===== src/rtl/arm_mc_pkg.sv =====
`default_nettype none
// +-----------------------------------------------------------------------------+
// | Module   : arm_mc_pkg                                                       |
// | Brief    : Shared types and encodings for the multicycle ARM control unit.  |
// | Revision : 1.0                                                              |
// +-----------------------------------------------------------------------------+
package arm_mc_pkg;

   // The encoding is visible on state_o, so it must stay fixed.
   typedef enum logic [3:0] {
      FETCH  = 4'd0,
      DECODE = 4'd1,
      MEMADR = 4'd2,
      MEMRD  = 4'd3,
      MEMWB  = 4'd4,
      MEMWR  = 4'd5,
      EXECR  = 4'd6,
      EXECI  = 4'd7,
      ALUWB  = 4'd8,
      BRANCH = 4'd9,
      LINK   = 4'd10
   } state_t;

   localparam logic [1:0] c_ALU2_ADD = 2'b00;
   localparam logic [1:0] c_ALU2_SUB = 2'b01;
   localparam logic [1:0] c_ALU2_AND = 2'b10;
   localparam logic [1:0] c_ALU2_ORR = 2'b11;

   localparam logic [2:0] c_ALU3_ADD = 3'b000;
   localparam logic [2:0] c_ALU3_SUB = 3'b001;
   localparam logic [2:0] c_ALU3_AND = 3'b010;
   localparam logic [2:0] c_ALU3_ORR = 3'b011;
   localparam logic [2:0] c_ALU3_EOR = 3'b100;

   // Funct[4:1] command field values.
   localparam logic [3:0] c_CMD_AND = 4'b0000;
   localparam logic [3:0] c_CMD_EOR = 4'b0001;
   localparam logic [3:0] c_CMD_SUB = 4'b0010;
   localparam logic [3:0] c_CMD_ADD = 4'b0100;
   localparam logic [3:0] c_CMD_CMP = 4'b1010;
   localparam logic [3:0] c_CMD_ORR = 4'b1100;

   localparam logic [3:0] c_COND_EQ = 4'b0000;
   localparam logic [3:0] c_COND_NE = 4'b0001;
   localparam logic [3:0] c_COND_CS = 4'b0010;
   localparam logic [3:0] c_COND_CC = 4'b0011;
   localparam logic [3:0] c_COND_MI = 4'b0100;
   localparam logic [3:0] c_COND_PL = 4'b0101;
   localparam logic [3:0] c_COND_VS = 4'b0110;
   localparam logic [3:0] c_COND_VC = 4'b0111;
   localparam logic [3:0] c_COND_HI = 4'b1000;
   localparam logic [3:0] c_COND_LS = 4'b1001;
   localparam logic [3:0] c_COND_GE = 4'b1010;
   localparam logic [3:0] c_COND_LT = 4'b1011;
   localparam logic [3:0] c_COND_GT = 4'b1100;
   localparam logic [3:0] c_COND_LE = 4'b1101;
   localparam logic [3:0] c_COND_AL = 4'b1110;

endpackage
`default_nettype wire


===== src/rtl/arm_cond_unit.sv =====
`default_nettype none
// +-----------------------------------------------------------------------------+
// | Module   : arm_cond_unit                                                    |
// | Brief    : NZCV flag registers and condition evaluation.                    |
// | Revision : 1.0                                                              |
// +-----------------------------------------------------------------------------+
module arm_cond_unit
   import arm_mc_pkg::*;
(
   input  logic       clk,
   input  logic       reset,
   input  logic [3:0] Cond,
   input  logic [3:0] ALUFlags,
   input  logic [1:0] FlagW,
   input  logic       flagEn,
   input  logic       condLatch,
   output logic       CondEx
);

   logic [1:0] r_nz;
   logic [1:0] r_cv;
   logic       r_condEx;
   logic       w_condEx;
   logic       w_n, w_z, w_c, w_v;

   assign {w_n, w_z} = r_nz;
   assign {w_c, w_v} = r_cv;

   always_comb begin
      w_condEx = 1'b0;
      case (Cond)
         c_COND_EQ: w_condEx = w_z;
         c_COND_NE: w_condEx = ~w_z;
         c_COND_CS: w_condEx = w_c;
         c_COND_CC: w_condEx = ~w_c;
         c_COND_MI: w_condEx = w_n;
         c_COND_PL: w_condEx = ~w_n;
         c_COND_VS: w_condEx = w_v;
         c_COND_VC: w_condEx = ~w_v;
         c_COND_HI: w_condEx = w_c & ~w_z;
         c_COND_LS: w_condEx = ~w_c | w_z;
         c_COND_GE: w_condEx = (w_n == w_v);
         c_COND_LT: w_condEx = (w_n != w_v);
         c_COND_GT: w_condEx = ~w_z & (w_n == w_v);
         c_COND_LE: w_condEx = w_z | (w_n != w_v);
         c_COND_AL: w_condEx = 1'b1;
         default:   w_condEx = 1'b0;
      endcase
   end

   // The verdict is frozen in DECODE so a flag-setting instruction is
   // judged against the flags that existed before it executed.
   always_ff @(posedge clk) begin
      if (reset) begin
         r_nz     <= 2'b00;
         r_cv     <= 2'b00;
         r_condEx <= 1'b0;
      end else begin
         if (condLatch)
            r_condEx <= w_condEx;
         if (flagEn && FlagW[1] && r_condEx)
            r_nz <= ALUFlags[3:2];
         if (flagEn && FlagW[0] && r_condEx)
            r_cv <= ALUFlags[1:0];
      end
   end

   assign CondEx = r_condEx;

endmodule
`default_nettype wire


===== src/rtl/arm_mc_controller.sv =====
`default_nettype none
// +-----------------------------------------------------------------------------+
// | Module   : arm_mc_controller                                                |
// | Brief    : Multicycle ARM control unit: main FSM, ALU decoder, gating.      |
// | Revision : 1.0                                                              |
// +-----------------------------------------------------------------------------+
module arm_mc_controller
   import arm_mc_pkg::*;
#(
   parameter int ALUCTRL_W = 2,
   parameter bit EN_BL     = 1'b0
)
(
   input  logic                 clk,
   input  logic                 reset,
   input  logic [3:0]           Cond,
   input  logic [1:0]           Op,
   input  logic [5:0]           Funct,
   input  logic [3:0]           Rd,
   input  logic [3:0]           ALUFlags,
   output logic                 PCWrite,
   output logic                 MemWrite,
   output logic                 RegWrite,
   output logic                 IRWrite,
   output logic                 AdrSrc,
   output logic                 ALUSrcA,
   output logic [1:0]           ResultSrc,
   output logic [1:0]           ALUSrcB,
   output logic [1:0]           ImmSrc,
   output logic [1:0]           RegSrc,
   output logic [ALUCTRL_W-1:0] ALUControl,
   output logic                 LinkWrite,
   output logic [3:0]           state_o
);

   localparam bit c_W3 = (ALUCTRL_W == 3);

   state_t r_state;
   state_t w_next;
   state_t w_decState;

   logic w_condEx;
   logic w_aluOp;
   logic w_pcw, w_mw, w_rw, w_irw, w_lw;
   logic w_cmdSub, w_cmdAnd, w_cmdOrr, w_cmdEor;
   logic w_noWrite, w_addSub;
   logic [1:0] w_flagW;
   logic [ALUCTRL_W-1:0] w_aluSel;

   always_comb begin
      w_next = FETCH;
      case (r_state)
         FETCH:  w_next = DECODE;
         DECODE: begin
            case (Op)
               2'b01:   w_next = MEMADR;
               2'b00:   w_next = Funct[5] ? EXECI : EXECR;
               2'b10:   w_next = (EN_BL && Funct[4]) ? LINK : BRANCH;
               default: w_next = FETCH;
            endcase
         end
         MEMADR:  w_next = Funct[0] ? MEMRD : MEMWR;
         MEMRD:   w_next = MEMWB;
         EXECR,
         EXECI:   w_next = ALUWB;
         LINK:    w_next = BRANCH;
         default: w_next = FETCH;
      endcase
   end

   always_ff @(posedge clk) begin
      if (reset)
         r_state <= FETCH;
      else
         r_state <= w_next;
   end

   // Reset presents FETCH-state selects even while the register still holds
   // the aborted state.
   assign w_decState = reset ? FETCH : r_state;
   assign state_o    = w_decState;

   always_comb begin
      w_pcw     = 1'b0;
      w_mw      = 1'b0;
      w_rw      = 1'b0;
      w_irw     = 1'b0;
      w_lw      = 1'b0;
      w_aluOp   = 1'b0;
      AdrSrc    = 1'b0;
      ALUSrcA   = 1'b0;
      ALUSrcB   = 2'b00;
      ResultSrc = 2'b00;
      case (w_decState)
         FETCH: begin
            w_irw     = 1'b1;
            w_pcw     = 1'b1;
            ALUSrcA   = 1'b1;
            ALUSrcB   = 2'b10;
            ResultSrc = 2'b10;
         end
         DECODE: begin
            ALUSrcA   = 1'b1;
            ALUSrcB   = 2'b10;
            ResultSrc = 2'b10;
         end
         MEMADR: ALUSrcB = 2'b01;
         MEMRD:  AdrSrc  = 1'b1;
         MEMWB: begin
            ResultSrc = 2'b01;
            w_rw      = w_condEx;
         end
         MEMWR: begin
            AdrSrc = 1'b1;
            w_mw   = w_condEx;
         end
         EXECR: w_aluOp = 1'b1;
         EXECI: begin
            ALUSrcB = 2'b01;
            w_aluOp = 1'b1;
         end
         ALUWB: begin
            if (!w_noWrite) begin
               if (Rd == 4'hF)
                  w_pcw = w_condEx;
               else
                  w_rw  = w_condEx;
            end
         end
         BRANCH: begin
            ALUSrcB   = 2'b10;
            ResultSrc = 2'b10;
            w_pcw     = w_condEx;
         end
         LINK: begin
            w_lw = EN_BL;
            w_rw = w_condEx;
         end
         default: ;
      endcase
   end

   assign PCWrite   = ~reset & w_pcw;
   assign MemWrite  = ~reset & w_mw;
   assign RegWrite  = ~reset & w_rw;
   assign IRWrite   = ~reset & w_irw;
   assign LinkWrite = ~reset & w_lw;
   assign ImmSrc    = Op;
   assign RegSrc    = {Op == 2'b01, Op == 2'b10};

   always_comb begin
      w_cmdSub  = 1'b0;
      w_cmdAnd  = 1'b0;
      w_cmdOrr  = 1'b0;
      w_cmdEor  = 1'b0;
      w_noWrite = 1'b0;
      w_addSub  = 1'b0;
      case (Funct[4:1])
         c_CMD_ADD: w_addSub = 1'b1;
         c_CMD_SUB: begin
            w_cmdSub = 1'b1;
            w_addSub = 1'b1;
         end
         c_CMD_AND: w_cmdAnd = 1'b1;
         c_CMD_ORR: w_cmdOrr = 1'b1;
         c_CMD_EOR: w_cmdEor = 1'b1;
         c_CMD_CMP: begin
            w_cmdSub  = c_W3;
            w_noWrite = c_W3;
            w_addSub  = c_W3;
         end
         default: ;
      endcase
   end

   assign w_flagW = {Funct[0], Funct[0] & w_addSub};

   if (ALUCTRL_W == 3) begin : g_alu3
      assign w_aluSel = w_cmdEor ? c_ALU3_EOR :
                        w_cmdOrr ? c_ALU3_ORR :
                        w_cmdAnd ? c_ALU3_AND :
                        w_cmdSub ? c_ALU3_SUB : c_ALU3_ADD;
      assign ALUControl = w_aluOp ? w_aluSel : c_ALU3_ADD;
   end else begin : g_alu2
      // EOR has no encoding at this width and falls back to ADD.
      assign w_aluSel = w_cmdEor ? c_ALU2_ADD :
                        w_cmdOrr ? c_ALU2_ORR :
                        w_cmdAnd ? c_ALU2_AND :
                        w_cmdSub ? c_ALU2_SUB : c_ALU2_ADD;
      assign ALUControl = w_aluOp ? w_aluSel : c_ALU2_ADD;
   end

   arm_cond_unit u_cond (
      .clk       (clk),
      .reset     (reset),
      .Cond      (Cond),
      .ALUFlags  (ALUFlags),
      .FlagW     (w_flagW),
      .flagEn    (w_aluOp),
      .condLatch (r_state == DECODE),
      .CondEx    (w_condEx)
   );

endmodule
`default_nettype wire


===== config.mk =====
export PLATFORM = sky130hd
export DESIGN_NAME = arm_mc_controller
export DESIGN_NICKNAME = d
export VERILOG_FILES = /design/src/rtl/arm_mc_pkg.sv /design/src/rtl/arm_cond_unit.sv /design/src/rtl/arm_mc_controller.sv
export SDC_FILE = /design/constraint.sdc
export NUM_CORES = 1
export LEC_CHECK = 0
export ABC_AREA = 1
export BUFFER_PORTS_ARGS = -buffer_cell sky130_fd_sc_hd__buf_4
export CORE_AREA = 4 4 58 49
export DETAILED_ROUTE_END_ITERATION = 8
export DIE_AREA = 0 0 62 53
export PLACE_DENSITY = 0.73
export SLEW_MARGIN = 20
export SYNTH_ARGS = -nofsm -noshare
export SYNTH_HDL_FRONTEND = slang
export SYNTH_SLANG_ARGS = --single-unit

===== constraint.sdc =====
create_clock -name clk -period 1.2 [get_ports clk]
set_clock_uncertainty 0.1 [all_clocks]
set_input_delay 0.24 -clock clk [delete_from_list [all_inputs] [get_ports clk]]
set_output_delay 0.24 -clock clk [all_outputs]
set_load 0.02 [all_outputs]

# ---- Yosys cells after proc, flatten, opt, wreduce, memory -nomap -nowiden
# Cells that the tools add are included.
dict set report totals {
  regBits 9
  latchBits 0
  mem_bits_rw 0
  rom_bits 0
  in_bits 22
  out_inout_bits 21
  wordCells 101
  n_memories 0
}
dict set report classes {
  n_addsub 0
  mul 0
  div_mod_pow 0
  order_cmp 0
  n_eq_ne 39
  shifts 0
  n_mux 27
  bitwise 14
  reduce_logical 17
}
# operator n
set op_table {}
lappend op_table {{$eq A4 B4 Y1 const B} 13}
lappend op_table {{$eq A4 B3 Y1 const B} 11}
lappend op_table {{$eq A4 B2 Y1 const B} 7}
lappend op_table {{$pmux W4 S6} 1}
lappend op_table {{$eq A4 B1 Y1 const B} 4}
lappend op_table {{$logic_not A4 Y1} 4}
lappend op_table {{$pmux W1 S15} 1}
lappend op_table {{$mux W1} 14}
lappend op_table {{$reduce_or A2 Y1} 7}
lappend op_table {{$pmux W4 S3} 1}
lappend op_table {{$mux W2} 4}
lappend op_table {{$pmux W2 S2} 2}
lappend op_table {{$and A1 B1 Y1} 7}
lappend op_table {{$not A1 Y1} 5}
lappend op_table {{$logic_and A1 B1 Y1} 4}
lappend op_table {{$mux W4} 1}
lappend op_table {{$mux W3} 1}
lappend op_table {{$pmux W1 S3} 1}
lappend op_table {{$reduce_or A3 Y1} 1}
lappend op_table {{$eq A2 B1 Y1 const B} 1}
lappend op_table {{$eq A2 B2 Y1 const B} 1}
lappend op_table {{$logic_not A2 Y1} 1}
lappend op_table {{$or A1 B1 Y1} 2}
lappend op_table {{$pmux W1 S2} 1}
lappend op_table {{other kinds (2)} 2}

# ---- Logic depth before layout (Yosys ltp)
dict set report logic_depth {
  depth_word 7
  depth_mapped 10
  ltp_nobuf 10
}

# ---- Cells and area by module
# From an unflattened synthesis, not the netlist that was laid out.
dict set report unflattened {
  hier_cells 168
  area_unflattened_um2 877.1
}
# mod instances cells_each area_per_inst_um2 seq_area_each_um2
set modules_own_cells {}
lappend modules_own_cells {arm_mc_controller 1 97 489.2 80.1}
lappend modules_own_cells {arm_cond_unit 1 71 387.9 100.1}

# ---- Worst setup path after synthesis
# No wires, ideal clock.
dict set report synth_path {
  path_kind {register to output}
  start {register r_state[2]}
  end {output RegWrite}
  t_arrival_ns 1.692
  required_ns 0.860
  slack_ns -0.832
  path_stages_with_launch 6
  path_buffers 0
  path_cell_list {dfxtp_1 inv_1 nor2_1 and3_1 a21oi_1 o21ai_0}
}
dict set report synth_via {
  elab_chain_len 5
  elab_cells_between_ends 7
  classes_between {3 x eq/ne; 2 x mux; 1 x bitwise; 1 x reduce/logical}
}
# element line
set synth_rtl {}
lappend synth_rtl {{start, declared} arm_mc_controller.sv:38} ;# state_t r_state;
lappend synth_rtl {{start signal, assigned} arm_mc_controller.sv:75} ;# r_state <= w_next;
lappend synth_rtl {{$mux W4 (*)} arm_mc_controller.sv:80} ;# assign w_decState = reset ? FETCH : r_state;
lappend synth_rtl {{net state_o[2]} arm_mc_controller.sv:33} ;# output logic [3:0] state_o
lappend synth_rtl {{$eq A4 B4 Y1 / $eq A4 B3 Y1 (equally long branches)} arm_mc_controller.sv:94} ;# case (w_decState)
lappend synth_rtl {{$reduce_or A2 Y1 (no source line)} -}
lappend synth_rtl {{$pmux W1 S2 (*)} arm_mc_controller.sv:94}
lappend synth_rtl {{$and A1 B1 Y1 (*)} arm_mc_controller.sv:145} ;# assign RegWrite = ~reset & w_rw;
lappend synth_rtl {{end, declared} arm_mc_controller.sv:23} ;# output logic RegWrite,
# Mark *: on every way through the listed nets, which the timed path passes. The rest lies on a longest branch.

# ---- Worst setup path after layout
dict set report layout_path {
  start {register r_state[0]}
  end {output PCWrite}
}
dict set report layout_via {
  elab_chain_len 4
  elab_cells_between_ends 6
  classes_between {2 x eq/ne; 2 x mux; 1 x bitwise; 1 x reduce/logical}
}
# element line
set layout_rtl {}
lappend layout_rtl {{$mux W4 (*)} arm_mc_controller.sv:80}
lappend layout_rtl {{$eq A4 B4 Y1 / $logic_not A4 Y1 (equally long branches)} arm_mc_controller.sv:94}
lappend layout_rtl {{$pmux W1 S3 (*)} arm_mc_controller.sv:94}
lappend layout_rtl {{$and A1 B1 Y1 (*)} arm_mc_controller.sv:143} ;# assign PCWrite = ~reset & w_pcw;
lappend layout_rtl {{end, declared} arm_mc_controller.sv:21} ;# output logic PCWrite,
# Mark *: on every way between the ends. The rest lies on a longest branch, timed or not.

==> flow_summary.toml <==
[global_route]
grt_overflow = 0
grt_max_degree = 11
antenna_found_initial = 0
grt.total_usage = 0.2787
grt_pass1_wl_um = 6624
first_global_vias = 1430

[synthesis]
synth_common_cells = "39 x nand2_1, 24 x inv_1, 22 x nor2_1"
yosys.cell_count.top_type = "nand2_1"
yosys_register_bits = 9
synth-edff-count = 0
synth_top_area_share = 0.2008
syn_area_per_cell_um2 = 5.572
synth.area.top_cells = "dfxtp_1 20%, nand2_1 16%, nand3_1 12%"
synth_area_um2 = 897.1
syn-instance-count = 161
syn_nets = 183
postSynth.asyncResetShare = 0
ys.flop_type = "dfxtp_1"
ys_warn_count = 0
synth_cell_types = 24
yosysTopAreaCell = "dfxtp_1"
yosysSeqAreaShare = 0.2008

[pwr]
power_density_nw_per_um2 = 687.5
vdd_drop_max_uv = 780.0
power.leakage_uw = 0.0009255
power.total_uw = 1287

[die]
ioPinCount = 43
die_y_um = 53
die_w_um = 62
num_rows = 16
coreArea_um2 = 2342
start_util = 0.3830
die_area_um2 = 3286

[place]
dpl.hpwl_um = 2684
port_buffers = 41
place_inst = 250
routabilityCongestion = 0.8156

[route]
vias = 1485
antenna_left = 0
drtIter0Drc = 96
drc = 0
routed_wl_um = 4697
drt-vias-per-instance = 5.541
firstDrtPassIters = 4
wl_per_cell_um = 17.53

[sta]
period_share = 1.538
rsz0062_at_grt = "yes"
timing.hold.ws_ns = 0.1549
fmaxAchievable_ghz = 0.5419
min_period_ns = 1.845
finalHoldViolCount = 0
drv_slew = 0
fin_ws_ns = -0.6454
setup_violations = 25

[setup_path]
arrival_ns = 1.51
path_cells = "inv_2 -> nor2_4 -> inv_2 -> nor2_4 -> nand2_2 -> o21ai_1 -> nand2_1 -> o21ai_4 -> buf_6"
worst_path_max_delay_cell = "dfxtp_2"
max_stage_delay_ns = 0.34
critPathKind = "reg -> out"
crit_fanout = 3
startpoint_type = "register"
required_ns = 0.86
end_kind = "output pin"

[final_layout]
layout-drive-gt1-share = 0.5685
stdcell_count = 268
areaGrowthSynthToFinish_pct = 108.6
nets = 264
final_util = 0.7991
antenna_cells = 0

[clock_network]
htreeDepth = 1
cts_buffers = 3
clock_sinks = 9
cts_tree = "built"
root_buffer = "clkbuf_4"
clkTransAtPathRegs_ns = 0.06
clk_latency_ns = 0.27
hold_buffers = 0
cts_buffer_depth = 2

[status]
failed_checks = "setup timing"
status = "complete, but fails checks"

[hold_path]
hp-class = "in -> reg"

[run]
drv_cap = 0
==> state kept, by name, indices dropped and copies added (netlist names) <==
| register | count |
|---|---|
| u_cond.r_nz | 2 |
| u_cond.CondEx | 1 |
| u_cond.r_cv | 2 |
| r_state | 4 |
==> layout by cell type (no fill, tap or decap), drive strengths merged <==
| master | count |
|---|---|
| nor3 | 4 |
| a21oi | 10 |
| buf | 82 |
| inv | 26 |
| nor2 | 27 |
| o21ai | 10 |
| and3 | 1 |
| nand3 | 21 |
| nand2 | 41 |
| nand4 | 3 |
| dfxtp | 9 |
| o21a | 1 |
| conb | 1 |
| clkbuf | 4 |
| a31oi | 1 |
==> critical path, delay by kind of cell (launching register included) <==
kind / cells / cell delay [ns]
AND/OR/NAND/NOR: 4 / 0.45
AO/OA/AOI/OAI: 2 / 0.17
buffers and inverters: 3 / 0.27
flip-flops: 1 / 0.34
==> routing by layer <==
layer | track usage | vias to the layer above | wire, um
met2 | 0.5138 | 102 | 2322
met1 | 0.3097 | 685 | 1698
met3 | 0.05366 | 32 | 402
met4 | 0.09541 | 0 | 274
met5 | 0 | - | 0
li1 | - | 666 | -
==> metrics by stage <==
stage	area [um^2]	setup TNS, ns	worst slack (ns)
2_1_floorplan	1003	-2.035	-0.2736
3_3_place_gp	1504	-4.535	-0.3301
3_5_place_dp	1504	-5.118	-0.4230
4_1_cts	1773	-7.955	-0.5348
5_1_grt	1872	-10.56	-0.7549
6_report	1872	-9.120	-0.6454
==> timing repair <==
| action | in CTS | in global routing |
|---|---|---|
| pin swaps | 17 | 11 |
| cloned | 0 | 0 |
| setup buffers | 13 | 7 |
| endpoints found under the setup margin | 25 | 25 |
| resized for setup | 47 | 22 |
==> worst paths after layout <==
| check | depth (start not counted) | startpoint | slack, ns | to |
|---|---|---|---|---|
| worst min register to register | 2 | u_cond.r_cv[1] | 0.42 | u_cond.r_cv[1] |
| worst min-delay path | 3 | ALUFlags[2] | 0.15 | u_cond.r_nz[0] |
| worst max register to register | 7 | r_state[3] | -0.27 | u_cond.r_cv[0] |
| worst max-delay path | 9 | r_state[0] | -0.65 | PCWrite |
==> kinds of logic after synthesis <==
| family | Yosys count | synth area share |
|---|---|---|
| AND/OR/NAND/NOR | 97 | 0.5160 |
| buffers and inverters | 32 | 0.1520 |
| AO/OA/AOI/OAI | 22 | 0.1269 |
| flip-flops | 9 | 0.2008 |
| other | 1 | 0.004180 |
==> cell type report <==
class                   instances  area, um^2
multi-input cells             120       794.5
repair buffers                 82       716.9
fillers                       148       470.5
flip-flops and latches          9       187.7
inverters                      26       112.6
well taps                      27       33.78
clock buffers                   4       26.28
==> report_power, final <==
part	switching [uW]	internal [uW]	total, uW	leakage (uW)
logic	374	335	709	0.000835
clock network	120	129	249	0.0000150
registers	14.5	315	329	0.0000750
No activity file was read; power rests on OpenSTA's default activity.
